<file path="src/rtl/regs_if.sv">
// Debug access port of the integer register file: a level request held
// until a one-cycle acknowledge, carrying a read or a write of one register.
interface regs_if;
   logic        dbg_req_i;
   logic        dbg_we_i;
   logic [4:0]  dbg_addr_i;
   logic [31:0] dbg_wdata_i;
   logic        dbg_ack_o;
   logic [31:0] dbg_rdata_o;

   modport master (
      output dbg_req_i,
      output dbg_we_i,
      output dbg_addr_i,
      output dbg_wdata_i,
      input  dbg_ack_o,
      input  dbg_rdata_o
   );

   modport slave (
      input  dbg_req_i,
      input  dbg_we_i,
      input  dbg_addr_i,
      input  dbg_wdata_i,
      output dbg_ack_o,
      output dbg_rdata_o
   );
endinterface

</file>
<file path="src/rtl/regs.sv">
// RV32I integer register file: 32 x 32-bit registers with x0 hard-wired to
// zero, two combinational operand reads with write-to-read bypass, one
// write-back write per cycle, and a handshaked debug port that borrows the
// array only on cycles where write-back leaves it free.
module regs #(
   parameter bit DBG_EN = 1'b1
) (
   input  logic        clk,
   input  logic        rst_n,
   input  logic [4:0]  reg1_raddr_i,
   input  logic [4:0]  reg2_raddr_i,
   output logic [31:0] reg1_rdata_o,
   output logic [31:0] reg2_rdata_o,
   input  logic        reg_wen_i,
   input  logic [4:0]  reg_waddr_i,
   input  logic [31:0] reg_wdata_i,
   regs_if.slave       dbg
);

   typedef enum logic [1:0] {
      ST_IDLE,
      ST_EXEC,
      ST_ACK
   } dbg_state_e;

   logic [31:0] regs_q [32];
   logic [31:0] regs_d [32];

   dbg_state_e  state_q, state_d;
   logic        hold_we_q, hold_we_d;
   logic [4:0]  hold_addr_q, hold_addr_d;
   logic [31:0] hold_wdata_q, hold_wdata_d;
   logic [31:0] dbg_rdata_q, dbg_rdata_d;

   logic [31:0] rd1_val, rd2_val, rd_dbg_val;

   // Read-port value: x0 is zero, a same-cycle core write is forwarded.
   function automatic logic [31:0] port_val(
      input logic [4:0]  addr,
      input logic [31:0] stored,
      input logic        wen,
      input logic [4:0]  waddr,
      input logic [31:0] wdata
   );
      if (addr == 5'd0)
         return '0;
      else if (wen && (waddr == addr))
         return wdata;
      else
         return stored;
   endfunction

   // Operand and debug read values, all sharing the same bypass rule.
   always_comb begin
      rd1_val    = port_val(reg1_raddr_i, regs_q[reg1_raddr_i],
                            reg_wen_i, reg_waddr_i, reg_wdata_i);
      rd2_val    = port_val(reg2_raddr_i, regs_q[reg2_raddr_i],
                            reg_wen_i, reg_waddr_i, reg_wdata_i);
      rd_dbg_val = port_val(hold_addr_q, regs_q[hold_addr_q],
                            reg_wen_i, reg_waddr_i, reg_wdata_i);
   end

   // Bypass would otherwise leak write data while reset is held.
   assign reg1_rdata_o = rst_n ? rd1_val : '0;
   assign reg2_rdata_o = rst_n ? rd2_val : '0;

   assign dbg.dbg_ack_o   = DBG_EN && (state_q == ST_ACK);
   assign dbg.dbg_rdata_o = DBG_EN ? dbg_rdata_q : '0;

   // Debug sequencing plus the next array contents from both writers.
   always_comb begin
      state_d      = state_q;
      hold_we_d    = hold_we_q;
      hold_addr_d  = hold_addr_q;
      hold_wdata_d = hold_wdata_q;
      dbg_rdata_d  = dbg_rdata_q;
      regs_d       = regs_q;

      case (state_q)
         ST_IDLE: begin
            if (DBG_EN && dbg.dbg_req_i) begin
               hold_we_d    = dbg.dbg_we_i;
               hold_addr_d  = dbg.dbg_addr_i;
               hold_wdata_d = dbg.dbg_wdata_i;
               state_d      = ST_EXEC;
            end
         end
         ST_EXEC: begin
            if (hold_we_q) begin
               // Write-back owns the array; the debug write waits it out.
               if (!reg_wen_i) begin
                  if (hold_addr_q != 5'd0)
                     regs_d[hold_addr_q] = hold_wdata_q;
                  state_d = ST_ACK;
               end
            end else begin
               dbg_rdata_d = rd_dbg_val;
               state_d     = ST_ACK;
            end
         end
         ST_ACK:  state_d = ST_IDLE;
         default: state_d = ST_IDLE;
      endcase

      // Never collides with the debug commit above, which requires !reg_wen_i.
      if (reg_wen_i && (reg_waddr_i != 5'd0))
         regs_d[reg_waddr_i] = reg_wdata_i;
   end

   // Array, debug holding registers and FSM state.
   always_ff @(posedge clk or negedge rst_n) begin
      if (!rst_n) begin
         for (int unsigned i = 0; i < 32; i++)
            regs_q[i] <= '0;
         state_q      <= ST_IDLE;
         hold_we_q    <= 1'b0;
         hold_addr_q  <= '0;
         hold_wdata_q <= '0;
         dbg_rdata_q  <= '0;
      end else begin
         regs_q       <= regs_d;
         state_q      <= state_d;
         hold_we_q    <= hold_we_d;
         hold_addr_q  <= hold_addr_d;
         hold_wdata_q <= hold_wdata_d;
         dbg_rdata_q  <= dbg_rdata_d;
      end
   end

endmodule
</file>
<file path="src/flat_wrapper.sv">
// flat-port wrapper written by rule: the top's interface ports become plain ports
module regs_flat 
#(
   parameter bit DBG_EN = 1'b1
)
  (clk, rst_n, reg1_raddr_i, reg2_raddr_i, reg1_rdata_o, reg2_rdata_o, reg_wen_i, reg_waddr_i, reg_wdata_i, dbg_dbg_req_i, dbg_dbg_we_i, dbg_dbg_addr_i, dbg_dbg_wdata_i, dbg_dbg_ack_o, dbg_dbg_rdata_o);
  regs_if dbg_i ();
  input  logic clk;
  input  logic rst_n;
  input  logic [4:0] reg1_raddr_i;
  input  logic [4:0] reg2_raddr_i;
  output logic [31:0] reg1_rdata_o;
  output logic [31:0] reg2_rdata_o;
  input  logic reg_wen_i;
  input  logic [4:0] reg_waddr_i;
  input  logic [31:0] reg_wdata_i;
  input wire logic [$bits(dbg_i.dbg_req_i)-1:0] dbg_dbg_req_i;
  input wire logic [$bits(dbg_i.dbg_we_i)-1:0] dbg_dbg_we_i;
  input wire logic [$bits(dbg_i.dbg_addr_i)-1:0] dbg_dbg_addr_i;
  input wire logic [$bits(dbg_i.dbg_wdata_i)-1:0] dbg_dbg_wdata_i;
  output wire logic [$bits(dbg_i.dbg_ack_o)-1:0] dbg_dbg_ack_o;
  output wire logic [$bits(dbg_i.dbg_rdata_o)-1:0] dbg_dbg_rdata_o;
  assign dbg_i.dbg_req_i = dbg_dbg_req_i;
  assign dbg_i.dbg_we_i = dbg_dbg_we_i;
  assign dbg_i.dbg_addr_i = dbg_dbg_addr_i;
  assign dbg_i.dbg_wdata_i = dbg_dbg_wdata_i;
  assign dbg_dbg_ack_o = dbg_i.dbg_ack_o;
  assign dbg_dbg_rdata_o = dbg_i.dbg_rdata_o;
  regs #(.DBG_EN(DBG_EN)) u_core (.clk(clk), .rst_n(rst_n), .reg1_raddr_i(reg1_raddr_i), .reg2_raddr_i(reg2_raddr_i), .reg1_rdata_o(reg1_rdata_o), .reg2_rdata_o(reg2_rdata_o), .reg_wen_i(reg_wen_i), .reg_waddr_i(reg_waddr_i), .reg_wdata_i(reg_wdata_i), .dbg(dbg_i));
endmodule
</file>
<file path="config.mk">
export PLATFORM = sky130hd
export DESIGN_NAME = regs_flat
export DESIGN_NICKNAME = d
export VERILOG_FILES = /design/src/rtl/regs_if.sv /design/src/rtl/regs.sv /design/src/flat_wrapper.sv
export SDC_FILE = /design/constraint.sdc
export NUM_CORES = 2
export LEC_CHECK = 0
export BUFFER_PORTS_ARGS = -buffer_cell sky130_fd_sc_hd__buf_2
export CAP_MARGIN = 40
export CORE_ASPECT_RATIO = 1.2
export CORE_MARGIN = 8
export CORE_UTILIZATION = 40
export DETAILED_ROUTE_END_ITERATION = 8
export MAX_ROUTING_LAYER = met4
export SYNTH_ARGS = -nofsm -noshare
export SYNTH_HDL_FRONTEND = slang
export SYNTH_SLANG_ARGS = --single-unit
</file>
<file path="constraint.sdc">
create_clock -name clk -period 4.14 [get_ports clk]
set_input_delay 1.242 -clock clk [delete_from_list [all_inputs] [get_ports clk]]
set_output_delay 1.242 -clock clk [all_outputs]
set_load 0.005 [all_outputs]
</file>
* Word level (Yosys, flattened, before mapping)
Cells that the tools add are included.
Operators by class: equality and inequality tests 7, $lt $le $gt $ge 6, reduce and logical (&&, ||, !) cells 15, mux-type cells 32, bitwise gates (word level) 5
Operator list (number):
- $mux 1024 | 5
- $bwmux 1024 | 2
- $mux 32 | 16
- $bmux 32 s5 | 3
- $demux 32 s5 | 2
- $ge 6x6->1 const B | 4
- $not 5->6 | 4
- $eq 5x5->1 | 3
- $logic_not 5->1 | 3
- $lt 6x1->1 const B | 2
- $reduce_bool 5->1 | 2
- $logic_and 1x1->1 | 6
- $mux 2 | 3
- $reduce_and 2->1 | 3
- $pmux 2 s2 | 1
- $ne 3x3->1 const B | 1
- $eq 2x1->1 const B | 1
- $eq 2x2->1 const B | 1
- $logic_not 2->1 | 1
- $ne 2x2->1 const B | 1
- $not 1->1 | 1
Storage, ports and cells: bits of input ports 89, output and inout port bits 97, flip-flop bits (word level) 1096, logic and storage cells 102

* Longest topological paths before layout
word-level depth 12, mapped depth 9, gate-level depth less buffers 5

* Worst setup path after synthesis
Ideal clock, no wire load.
path type input port to output port, start point input reg2_raddr_i[0], end point output reg2_rdata_o[10], stages on the path 7, arrival 2.893 ns, slack 0.005 ns, buffers on the path 3, path through buf_6 -> buf_6 -> buf_2 -> mux4_2 -> a22oi_1 -> a21boi_0 -> o32a_1
On the way: cells in the longest elaborated chain, start to end 7, elaborated cells between the ends (all ways) 10
Ends and longest elaborated chain:
- start: declaration | line flat_wrapper.sv:11 | input logic [4:0] reg2_raddr_i;
- $not 5->6 (not written as such) | line regs.sv:57 | rd2_val = port_val(reg2_raddr_i, regs_q[reg2_raddr_i],
- $bmux 32 s5 | line regs.sv:57
- $mux 32 (not written as such) (2 in series) | line regs.sv:57
- $mux 32 | line regs.sv:47 | else if (wen && (waddr == addr))
- $mux 32 (*) | line regs.sv:45 | if (addr == 5'd0)
- $mux 32 (*) | line regs.sv:65 | assign reg2_rdata_o = rst_n ? rd2_val : '0;
- end: declaration | line flat_wrapper.sv:13 | output logic [31:0] reg2_rdata_o;
Mark *: on every way between the ends. The rest lies on a longest branch, timed or not. The select of a mux whose other input is x is not followed.

* Worst setup path in the final report
start point input reg2_raddr_i[0], end point output reg2_rdata_o[16]
The elaborated chain is that of the path after synthesis.

==> metrics.md <==
| Metric | Value |
|---|---|
| DP Wirelength | 240.9 mm |
| Seq/Total Area, Yosys | 36.83% |
| Clk Latency, worst-skew pair | 0.84 ns |
| Clk sinks | 1096 |
| Vias/cell | 7.177 |
| H-tree levels | 4 |
| Hold Worst Slack | 0.4218 ns |
| Clock-pin slew on the worst setup and hold paths | 0.05 ns |
| PwrDens | 647.6 nW/um2 |
| Tcrit/Tclk final | 112.8% |
| WP data arrival | 3.43 ns |
| Max-cap viol count | 0 |
| Count of input and output buffers | 185 |
| Placed cell area | 82770 um2 |
| DIE AREA | 200300 um2 |
| Num CTS Buffers | 131 |
| Nets | 7330 |
| Relative slew margins | 30.62% |
| Post-synthesis instance area | 74470 um2 |
| Vias | 70550 |
| Ys flop type | dfrtp_1 |
| VDD IR-drop max | 0.5269 mV |
| Worst endpoint required time | 2.90 ns |
| Post-Layout Cell Count | 9830 |
| CP max FO | 8 |
| Chip width | 409.9 um |
| # DRC | 0 |
| Async SR Flop Fraction | 100.0% |
| Initial antenna violation count | 26 |
| FP Rows | 173 |
| Setup slack at placement | -0.9097 ns |
| Synth Net Count | 7112 |
| Area grow syn2layout | 23.75% |
| P_leak | 40.85 nW |
| PnR worst setup slack | -0.5293 ns |
| Worst slew pin tran | 1.041 ns |
| Synthesized flop and latch total | 1096 |
| Area leader, netlist | dfrtp_1 |
| Number of synthesized flops with an enable pin | 0 |
| Synth unique cells | 65 |
| CTS tree | built |
| First-pass DRT Iterations | 9 |
| GRT overflow | 0 |
| Proportion of layout cells with a drive suffix above 1 | 30.63% |
| Sum of negative setup slack | -23.66 ns |
| FILL cells | 16340 |
| Final ANT Viol Nets | 0 |
| Post-route cell area | 92160 um2 |
| Die Y | 488.7 um |
| Total Routing Usage GR | 38.75% |
| Post-synthesis instance total | 7023 |
| # hold bufs at CTS | 0 |
| Initial core utilization | 40.24% |
| Vias in the first global route | 66980 |
| Placed insts | 9377 |
| Synth warn | 0 |
| Wire per inst | 40.15 um |
| Avg Inst Size Synth | 10.60 um2 |
| Status | complete, but fails checks |
| Failing checks | setup timing |
| Commonest non-fill, non-tap cells in the layout | dfrtp_1, mux2i_1, mux4_2 |
| RSZ-0062 raised after global routing | true |
| Period minus WS final | 4.669 ns |
| DR iter-0 viols | 12840 |
| Top cells by area, synth | dfrtp_1, mux4_2, mux2i_1, a21oi_1, o21ai_0 |
| Hold violation total from the final report | 0 |
| Crit. End Element | primary output |
| Maximum clock frequency | 214.2 MHz |
| Most common cell after layout, fill and taps aside | dfrtp_1 |
| Synth top area share | 36.83% |
| CTS max path bufs | 3 |
| Largest net degree at the start of global routing | 170 |
| Clock skew | 0.03716 ns |
| Io pins | 186 |
| WS Path Type | in2out |
| Placer Congestion | 1.001 |
| Core area | 185100 um2 |
| Min-delay worst type | reg2reg |
| Root buffer cell | clkbuf_16 |
| Max-slew violations | 0 |
| Final setup fails | 64 |
| Total Wirelength | 394.7 mm |
| Crit path launch type | primary input |
| Global-route wire length before repair | 537.7 mm |
==> worst max-delay path, cell delays in order <==
cell and delay (ns):
buf_16 0.14, buf_12 0.16, buf_16 0.18, buf_12 0.15, buf_6 0.11, mux4_2 0.50, o22ai_2 0.21, nor3_2 0.09
o32a_1 0.42, buf_2 0.19
==> flip-flops by register name, summed over array words and instances, names as in the netlist <==
signal and flops:
u_core.hold_wdata_q 32, u_core.dbg.dbg_rdata_o 32, u_core.hold_we_q 1, u_core.state_q 2
u_core.hold_addr_q 5, u_core.regs_q 1024
==> per-stage QoR <==
| stage | utilization [%] | power, mW |
|---|---|---|
| after detailed placement | 44.72 | 44.96 |
| after global routing | 49.78 | 61.54 |
| after global placement | 44.57 | 43.96 |
| final | 49.80 | 59.68 |
| after CTS | 49.07 | 58.08 |
| after floorplan | - | 35.76 |
==> cells in the mapped netlist, types with 70 or more instances <==
library cell / instances
a31oi_1: 73
o22ai_1: 109
o21ai_0: 525
nand2_1: 617
a32oi_1: 70
clkbuf_1: 596
mux2i_1: 1077
dfrtp_1: 1096
buf_2: 156
a22oi_1: 220
nor2_1: 643
mux4_2: 684
a21oi_1: 539
==> path summary, 6_finish.rpt <==
check,startpoint,to,slack [ns],depth (start not counted)
worst max-delay path,reg2_raddr_i[0],reg2_rdata_o[16],-0.53,10
worst min-delay path,u_core.regs_q[995],u_core.regs_q[995],0.42,0
worst max register to register,u_core.hold_addr_q[1],u_core.regs_q[836],0.72,8
worst min register to register,u_core.regs_q[995],u_core.regs_q[995],0.42,0
max in group asynchronous,rst_n,u_core.regs_q[980],1.64,4
min in group asynchronous,rst_n,u_core.regs_q[131],0.43,2
==> routing by layer <==
metal / share of wire [%] / vias up / track usage, %
met4: 9.9 / 0 / 29.53
met5: 0 / - / -
met2: 40 / 6790 / 51.44
met3: 16 / 2047 / 16.28
li1: - / 26850 / -
met1: 34 / 34870 / 46.23
==> power by group <==
| group | total [mW] | switching [mW] | internal [mW] |
|---|---|---|---|
| registers | 21.3 | 6.02 | 15.3 |
| clock network | 12.5 | 5.22 | 7.32 |
| logic | 25.8 | 12.9 | 12.9 |
==> final cells by class <==
| type | instances | area [um2] | area share [%] |
|---|---|---|---|
| flip-flops and latches | 1096 | 27430 | 29.77 |
| multi-input cells | 5018 | 45040 | 48.87 |
| repair buffers | 989 | 11990 | 13.01 |
| well taps | 2450 | 3065 | 3.326 |
| clock inverters | 53 | 673.1 | 0.7304 |
| clock buffers | 182 | 3846 | 4.174 |
| inverters | 5 | 18.77 | 0.02037 |
| diodes | 37 | 92.59 | 0.1005 |
==> repair_timing <==
| item | CTS | global route |
|---|---|---|
| gates cloned | 29 | 12 |
| buffers inserted | 112 | 58 |
| gates resized for setup | 383 | 182 |
| pin swaps | 134 | 117 |
| endpoints found under the setup margin | 64 | 64 |
==> kinds of logic (layout without fill, tap and decap cells) <==
family / after synthesis / count (layout) / share of synthesized area, %
xor gates and xnor gates: 12 / 12 / 0.1411
and+or+nand+nor: 1495 / 1495 / 8.344
other: 0 / 37 / 0
AOI/OAI and AO/OA: 1710 / 1710 / 13.58
muxes: 1801 / 1801 / 35.77
DFF: 1096 / 1096 / 36.83
buffers and inverters: 909 / 1229 / 5.335
Note: power is estimated with default switching activity, not from simulation.
